File: src/rtl/systolic_pkg.sv
// Shared configuration for the systolic sequencing controller: default sizes,
// run-length and step-counter width helpers, and the FSM state encoding.
package systolic_pkg;

  localparam int N_DEF      = 4;
  localparam int DATA_W_DEF = 32;

  typedef enum logic [1:0] {
    ST_IDLE  = 2'd0,
    ST_CLEAR = 2'd1,
    ST_RUN   = 2'd2,
    ST_DONE  = 2'd3
  } state_e;

  function automatic int run_len(input int n);
    return 3 * n - 1;
  endfunction

  function automatic int step_w(input int n);
    return $clog2(3 * n);
  endfunction

endpackage

File: src/rtl/systolic_operand_bank.sv
// Two NxN operand banks (A = left operands, B = up operands) with one write
// port and N parallel skewed read ports indexed by the run step.
module systolic_operand_bank
  import systolic_pkg::*;
#(
  parameter int N      = N_DEF,
  parameter int DATA_W = DATA_W_DEF,
  parameter int IW     = $clog2(N),
  parameter int TW     = step_w(N)
) (
  input  logic                  clk_i,
  input  logic                  rst_i,
  input  logic                  we_i,
  input  logic                  sel_i,
  input  logic [2*IW-1:0]       addr_i,
  input  logic [DATA_W-1:0]     data_i,
  input  logic [TW-1:0]         step_i,
  output logic [N*DATA_W-1:0]   left_o,
  output logic [N*DATA_W-1:0]   up_o
);

  logic [DATA_W-1:0] a_q [N][N];
  logic [DATA_W-1:0] b_q [N][N];
  logic [IW-1:0]     row;
  logic [IW-1:0]     col;

  assign row = addr_i[2*IW-1:IW];
  assign col = addr_i[IW-1:0];

  always_ff @(posedge clk_i or posedge rst_i) begin
    if (rst_i) begin
      for (int r = 0; r < N; r++) begin
        for (int c = 0; c < N; c++) begin
          a_q[r][c] <= '0;
          b_q[r][c] <= '0;
        end
      end
    end else if (we_i && (int'(row) < N) && (int'(col) < N)) begin
      if (sel_i) begin
        b_q[row][col] <= data_i;
      end else begin
        a_q[row][col] <= data_i;
      end
    end
  end

  // Row r (and column c) is delayed by its own index so operands meet diagonally.
  always_comb begin
    int k;
    k      = 0;
    left_o = '0;
    up_o   = '0;
    for (int i = 0; i < N; i++) begin
      k = int'(step_i) - i;
      if ((k >= 0) && (k < N)) begin
        left_o[i*DATA_W +: DATA_W] = a_q[i][k[IW-1:0]];
        up_o[i*DATA_W +: DATA_W]   = b_q[k[IW-1:0]][i];
      end
    end
  end

endmodule

File: src/rtl/systolic_seq_ctrl.sv
// Sequencer feeding an NxN systolic array: IDLE->CLEAR->RUN->DONE with skewed
// operand buses. Define SYSTOLIC_JOB_CNT_EN to add the 16-bit job_cnt_o output.
module systolic_seq_ctrl
  import systolic_pkg::*;
#(
  parameter int N      = N_DEF,
  parameter int DATA_W = DATA_W_DEF
) (
  input  logic                      clk_i,
  input  logic                      rst_i,
  input  logic                      cfg_we_i,
  input  logic                      cfg_sel_i,
  input  logic [2*$clog2(N)-1:0]    cfg_addr_i,
  input  logic [DATA_W-1:0]         cfg_data_i,
  input  logic                      start_i,
  output logic                      busy_o,
  output logic                      done_o,
  output logic                      arr_rst_no,
  output logic [N*DATA_W-1:0]       left_o,
  output logic [N*DATA_W-1:0]       up_o
`ifdef SYSTOLIC_JOB_CNT_EN
  ,output logic [15:0]              job_cnt_o
`endif
);

  localparam int IW      = $clog2(N);
  localparam int TW      = step_w(N);
  localparam int RUN_LEN = run_len(N);
  localparam logic [TW-1:0] T_LAST = TW'(RUN_LEN - 1);

  state_e                state_q, state_d;
  logic [TW-1:0]         t_q, t_d;
  logic                  start_q;
  logic                  busy_q, done_q, arr_rst_n_q;
  logic [N*DATA_W-1:0]   left_q, up_q;
  logic [N*DATA_W-1:0]   bank_left, bank_up;
  logic                  bank_we;

  assign bank_we = cfg_we_i && (state_q == ST_IDLE);

  systolic_operand_bank #(
    .N      (N),
    .DATA_W (DATA_W),
    .IW     (IW),
    .TW     (TW)
  ) u_bank (
    .clk_i  (clk_i),
    .rst_i  (rst_i),
    .we_i   (bank_we),
    .sel_i  (cfg_sel_i),
    .addr_i (cfg_addr_i),
    .data_i (cfg_data_i),
    .step_i (t_d),
    .left_o (bank_left),
    .up_o   (bank_up)
  );

  always_comb begin
    state_d = state_q;
    t_d     = t_q;
    case (state_q)
      ST_IDLE: begin
        t_d = '0;
        if (start_q) begin
          state_d = ST_CLEAR;
        end else begin
          state_d = ST_IDLE;
        end
      end
      ST_CLEAR: begin
        state_d = ST_RUN;
        t_d     = '0;
      end
      ST_RUN: begin
        if (t_q == T_LAST) begin
          state_d = ST_DONE;
          t_d     = '0;
        end else begin
          t_d     = t_q + TW'(1);
        end
      end
      ST_DONE: begin
        state_d = ST_IDLE;
        t_d     = '0;
      end
      default: begin
        state_d = ST_IDLE;
        t_d     = '0;
      end
    endcase
  end

  // Outputs are loaded from next-state values so each reflects the state it accompanies.
  always_ff @(posedge clk_i or posedge rst_i) begin
    if (rst_i) begin
      state_q     <= ST_IDLE;
      t_q         <= '0;
      start_q     <= 1'b0;
      busy_q      <= 1'b0;
      done_q      <= 1'b0;
      arr_rst_n_q <= 1'b0;
      left_q      <= '0;
      up_q        <= '0;
    end else begin
      state_q     <= state_d;
      t_q         <= t_d;
      start_q     <= start_i && (state_q == ST_IDLE);
      busy_q      <= (state_d == ST_CLEAR) || (state_d == ST_RUN);
      done_q      <= (state_d == ST_DONE);
      arr_rst_n_q <= (state_d != ST_CLEAR);
      left_q      <= (state_d == ST_RUN) ? bank_left : '0;
      up_q        <= (state_d == ST_RUN) ? bank_up : '0;
    end
  end

  assign busy_o     = busy_q;
  assign done_o     = done_q;
  assign arr_rst_no = arr_rst_n_q;
  assign left_o     = left_q;
  assign up_o       = up_q;

`ifdef SYSTOLIC_JOB_CNT_EN
  logic [15:0] job_cnt_q;

  always_ff @(posedge clk_i or posedge rst_i) begin
    if (rst_i) begin
      job_cnt_q <= 16'd0;
    end else if (state_q == ST_DONE) begin
      job_cnt_q <= job_cnt_q + 16'd1;
    end
  end

  assign job_cnt_o = job_cnt_q;
`endif

endmodule

File: config.mk
export PLATFORM = sky130hd
export DESIGN_NAME = systolic_seq_ctrl
export DESIGN_NICKNAME = d
export VERILOG_FILES = /design/src/rtl/systolic_pkg.sv /design/src/rtl/systolic_operand_bank.sv /design/src/rtl/systolic_seq_ctrl.sv
export SDC_FILE = /design/constraint.sdc
export NUM_CORES = 2
export LEC_CHECK = 0
export ABC_AREA = 0
export ABC_CLOCK_PERIOD_IN_PS = 78000
export CAP_MARGIN = 5
export CORE_MARGIN = 5
export CORE_UTILIZATION = 60
export DETAILED_ROUTE_END_ITERATION = 7
export HOLD_SLACK_MARGIN = 0.1
export PLACE_DENSITY = 0.84
export SLEW_MARGIN = 20
export SYNTH_ARGS = -nofsm -noshare
export SYNTH_HDL_FRONTEND = slang
export SYNTH_SLANG_ARGS = --single-unit
File: constraint.sdc
create_clock -name clk_i -period 78 [get_ports clk_i]
set_clock_uncertainty 0.15 [all_clocks]
set_input_delay 11.7 -clock clk_i [delete_from_list [all_inputs] [get_ports clk_i]]
set_output_delay 11.7 -clock clk_i [all_outputs]
set_load 0.1 [all_outputs]
Word level (Yosys, flattened, before mapping):

Cells that the tools add are included.

* bits in latches: 0
* RAM bits: 0
* logic and storage cells: 133
* output and inout bits: 259
* flip-flop bits (word level): 1290
* memories kept: 0
* bits of input ports: 41
* bits in read-only memories: 0

* bitwise operators: 7
* shift operators: 0
* muxes and demuxes: 45
* eq/ne operators: 8
* add/subtract/negate cells: 4
* reduce and logical (&&, ||, !) cells: 13
* div/mod/pow operators: 0
* magnitude comparators: 16
* $mul: 0

Operators with widths (count)
* binary-select mux 128 bit (select 2 bit): 4
* bitwise mux 512 bit: 2
* two-way mux 128 bit: 5
* two-way mux 32 bit: 19
* binary-select mux 32 bit (select 2 bit): 4
* demux 128 bit (select 2 bit): 1
* two-way mux 96 bit: 2
* two-way mux 64 bit: 2
* >= comparator 32 x 1 -> 1 bit (second input constant): 3
* < comparator 32 x 4 -> 1 bit (second input constant): 3
* demux 32 bit (select 2 bit): 1
* >= comparator 3 bit (second input constant): 6
* NOT 2 -> 3 bit: 6
* subtractor 4 x 2 -> 5 bit (second input constant): 2
* == test 2 bit (second input constant): 4
* logical AND 1 bit: 8
* case mux 2 bit (4 select lines): 1
* case mux 4 bit (2 select lines): 1
* < comparator 3 x 1 -> 1 bit (second input constant): 2
* subtractor 4 x 1 -> 5 bit (second input constant): 1
* adder 4 x 1 -> 4 bit (second input constant): 1
* == test 2 x 1 -> 1 bit (second input constant): 2
* == test 4 bit (second input constant): 1
* >= comparator 4 x 1 -> 1 bit (second input constant): 1
* 10 further kinds: 11

Depth between registers and ports, before layout:

* depth in word-level cells: 10
* mapped depth: 16
* gate-level depth less buffers: 12

Hierarchy:

Synthesis repeated with hierarchy kept, for this count alone.

* cell total of the unflattened synthesis: 3500
* area, all modules: 54936.4 µm²

Modules (own cells, without submodules)
* systolic_operand_bank: cells an instance 2918, sequential area each 25624.6 µm², times used 1, area an instance 46299.4 µm²
* systolic_seq_ctrl: cells an instance 582, sequential area each 6656.4 µm², times used 1, area an instance 8637.0 µm²

Worst setup path before layout:

OpenSTA, ideal clock, no wires.

* path kind: input to register
* start: input cfg_addr_i[3]
* end: register u_bank.a_q[416] in the netlist's numbering
* path slack: 64.648 ns
* required time: 77.723 ns
* setup time: 0.127 ns
* stages: 5
* arrival: 13.075 ns
* buffers on the path: 1
* cells stage by stage: or3b_1 -> nor3b_2 -> nand2_1 -> buf_1 -> mux2_1

* cells in the longest elaborated chain, start to end: 6

RTL lines
* start: declaration: line systolic_seq_ctrl.sv:13 `input logic [2*$clog2(N)-1:0] cfg_addr_i,`
* NOT 2 -> 3 bit (not written as such) *: line systolic_operand_bank.sv:42 `a_q[row][col] <= data_i;`
* >= comparator 3 bit (not written as such) / < comparator 3 x 1 -> 1 bit (equally long branches): line systolic_operand_bank.sv:42
* logical AND 1 bit (not written as such): line systolic_operand_bank.sv:42
* two-way mux 128 bit (not written as such): line systolic_operand_bank.sv:42
* demux 128 bit (select 2 bit) *: line systolic_operand_bank.sv:42
* bitwise mux 512 bit *: line systolic_operand_bank.sv:42
* end signal: indexed assignment: line systolic_operand_bank.sv:42
* end: declaration: line systolic_operand_bank.sv:22 `logic [DATA_W-1:0] a_q [N][N];`

Every way passes the cells marked *; elsewhere a longest branch is shown, timed or not.
A chain may end at the register's enable or synchronous reset.

==> impl_metrics.csv <==
group,metric,value,unit
status,status,"finished clean",
sta,slew_violations,0,
detailed_routing,met1_length,53.9,mm
yosys,synthFlopType,"dfrtp_1",
grt,gr-total-overflow,0,
flow_run,max_cap_viol_count,0,
cts,cts_made_buffers,130,
setup_path,cp.required,78.57,ns
sta,relSlewSlack,0.00704,
yosys,syn-mean-instance-area,15.3,µm²
yosys,synth.distinct_cells,46,
grt,grt_pass1_vias,33700,
sta,hold_viol_final,0,
floorplan,ios,300,
final_layout,finalNetCount,3722,
power_and_ir_drop,p_int,1570,µW
cts,clock_latency,0.75,ns
setup_path,crit_path_start_kind,"input pin",
cts,cts_buffer_depth,3,
cts,htreeDepth,4,
cts,cts_setup_buffers,0,
grt,grt_pass1_wl,206,mm
power_and_ir_drop,p_sw,816,µW
floorplan,start_util,0.602,
detailed_routing,firstDrtPassIters,6,
sta,setup_slack,62.55,ns
detailed_routing,routed_wl,133,mm
cts,path_clk_slew,0.06,ns
place,dp_hpwl,74.9,mm
place,dp.cells,4697,
cts,post_cts_resized,0,
detailed_routing,routed-wl-met2,64.9,mm
sta,finalCritPeriodShare,0.198,
detailed_routing,drt_iter0_drc,2522,
sta,fin_crit,15.45,ns
grt,grt_max_degree,183,
yosys,async_flop_share,1.00,
detailed_routing,ant_nets,0,
grt,grt.total_usage,0.286,
sta,tightest_slew,1.49,ns
detailed_routing,wl_met3,9.08,mm
place,gp_congestion,0.758,
sta,fmax,0.0647,GHz
floorplan,rows,109,
power_and_ir_drop,power.density,38.7,nW/µm²
setup_path,cp-end-kind,"async pin",
floorplan,die_w,307,µm
yosys,yosys_warnings,0,
detailed_routing,vias,31100,
yosys,synth_nets,3525,
cts,holdBufCountCts,0,
yosys,synth_edf_count,0,
detailed_routing,dr.max_layer_used,"met5",
final_layout,area_growth,16.3,%
power_and_ir_drop,p_clk_frac,0.273,
power_and_ir_drop,pwr-share-seq,0.393,
sta,rsz0062_at_grt,"no",
cts,cts.sinks,1290,
final_layout,fin_cells,4933,
power_and_ir_drop,swShare,0.343,
yosys,yosysSeqAreaShare,0.610,
cts,cts_tree,"built",
yosys,ys_ff_latch,1290,
final_layout,utilization,0.700,
floorplan,die-area,94200,µm²
grt,antenna_found_initial,12,
floorplan,fp.dieH,307,µm
min_path,hold_class,"reg -> reg",
detailed_routing,vias_per_cell,6.31,
sta,setup_viol,0,
detailed_routing,drc_errors,0,
sta,tns,0,ns
setup_path,worstPathArrival,16.02,ns
yosys,synthCells,3469,
setup_path,crit_type,"in -> async",
place,post-place-ws,61.30,ns
power_and_ir_drop,power.leakage,0.0287,µW
setup_path,worstPathMaxFanout,176,
floorplan,core,88000,µm²
yosys,syn_area,52900,µm²
cts,clockRootBuffer,"clkbuf_16",
power_and_ir_drop,max-vdd-ir-drop,0.0000592,V
detailed_routing,post_drt_wl_per_cell,27.0,µm
place,io_buffer_count,299,
power_and_ir_drop,combPwrFrac,0.334,
final_layout,drive_gt1_frac,0.389,
power by group through the flow:
stage / combinational (µW) / sequential (µW) / clock (µW)
CTS: 797 / 933 / 657
floorplan: 507 / 1010 / 0
detailed placement: 788 / 940 / 0
global route: 845 / 953 / 686
finish: 797 / 936 / 649
global placement: 772 / 929 / 0
cells by family after synthesis:
family          count (synthesis)  synth area share
flops                        1290             0.610
mux                          1216             0.284
simple gates                  341            0.0398
buf+inv                       330            0.0259
compound gates                274            0.0357
fa+ha+maj                      15           0.00355
xor+xnor                        3          0.000638
cell type report:
type / instances / area (µm²)
antenna: 4 / 10.0
clock buffer: 190 / 3850
clock inverter: 40 / 646
fill: 5536 / 26400
inverter: 13 / 63.8
multi-input combinational: 1849 / 19600
sequential: 1290 / 32300
tap: 1165 / 1460
timing repair buffer: 382 / 3710
critical path, cell delays in order:
cell	delay (ns)
clkdlybuf4s50_1	0.49
inv_8	0.61
buf_12	0.71
buf_4	0.76
buf_4	0.62
buf_4	0.84
flip-flops by register name (all words and copies together), names as in the netlist:
name / count
arr_rst_no: 1
busy_o: 1
done_o: 1
up_o: 128
u_bank.a_q: 512
state_q: 2
u_bank.b_q: 512
t_q: 4
start_q: 1
left_o: 128
cell usage after synthesis (21+ instances only):
master	count	area [µm²]
mux4_2	128	2880
nor2b_1	135	845
dfrtp_1	1290	32300
clkbuf_1	212	796
nor3b_1	66	495
mux2_1	25	282
mux2_2	999	11200
mux2i_1	64	641
buf_2	68	340
buf_1	21	78.8
o22ai_1	128	801
nor2_1	30	113
and3_1	66	413
a211oi_1	128	961
routing by layer:
| layer | track usage | vias up |
|---|---|---|
| met1 | 0.386 | 16700 |
| met2 | 0.461 | 1112 |
| li1 | - | 13000 |
| met3 | 0.0647 | 284 |
| met4 | 0.114 | 10 |
| met5 | 0 | - |
metrics by stage:
stage	power, µW	instance area [µm²]	hold slack, ns
after floorplan	1520	52900	0.303
after global placement	1700	56900	0.312
after detailed placement	1730	57000	0.331
after CTS	2390	61500	0.345
after global routing	2480	61600	0.359
final	2380	61600	0.341
placed cells by master (no fill, tap or decap), drive strengths merged, types with 2 or more instances in the layout:
master / netlist / layout
a211oi: 128 / 128
a21oi: 7 / 7
and2: 2 / 2
and3: 66 / 66
and3b: 2 / 2
buf: 99 / 91
bufinv: 0 / 11
clkbuf: 218 / 190
clkdlybuf4s50: 0 / 291
clkinv: 0 / 18
dfrtp: 1290 / 1290
diode: 0 / 4
ha: 15 / 15
inv: 13 / 24
mux2: 1024 / 1024
mux2i: 64 / 64
mux4: 128 / 128
nand2: 18 / 18
nand2b: 6 / 6
nand3: 7 / 7
nor2: 30 / 30
nor2b: 135 / 135
nor3: 2 / 2
nor3b: 67 / 67
o21ai: 5 / 5
o22ai: 128 / 128
xor2: 2 / 2
worst paths after layout:
kind                                 start         endpoint  slack (ns)  cells after the start
min in group asynchronous            rst_i         up_o[70]       11.38                      2
min                        u_bank.b_q[391]  u_bank.b_q[391]        0.34                      1
min reg2reg                u_bank.b_q[391]  u_bank.b_q[391]        0.34                      1
max reg2reg                         t_q[0]         up_o[38]       72.58                     11
max                                  rst_i  u_bank.a_q[317]       62.55                      6
max in group clk_i           cfg_addr_i[1]  u_bank.b_q[396]       63.68                      5
No activity file was read; power rests on OpenSTA's default activity.
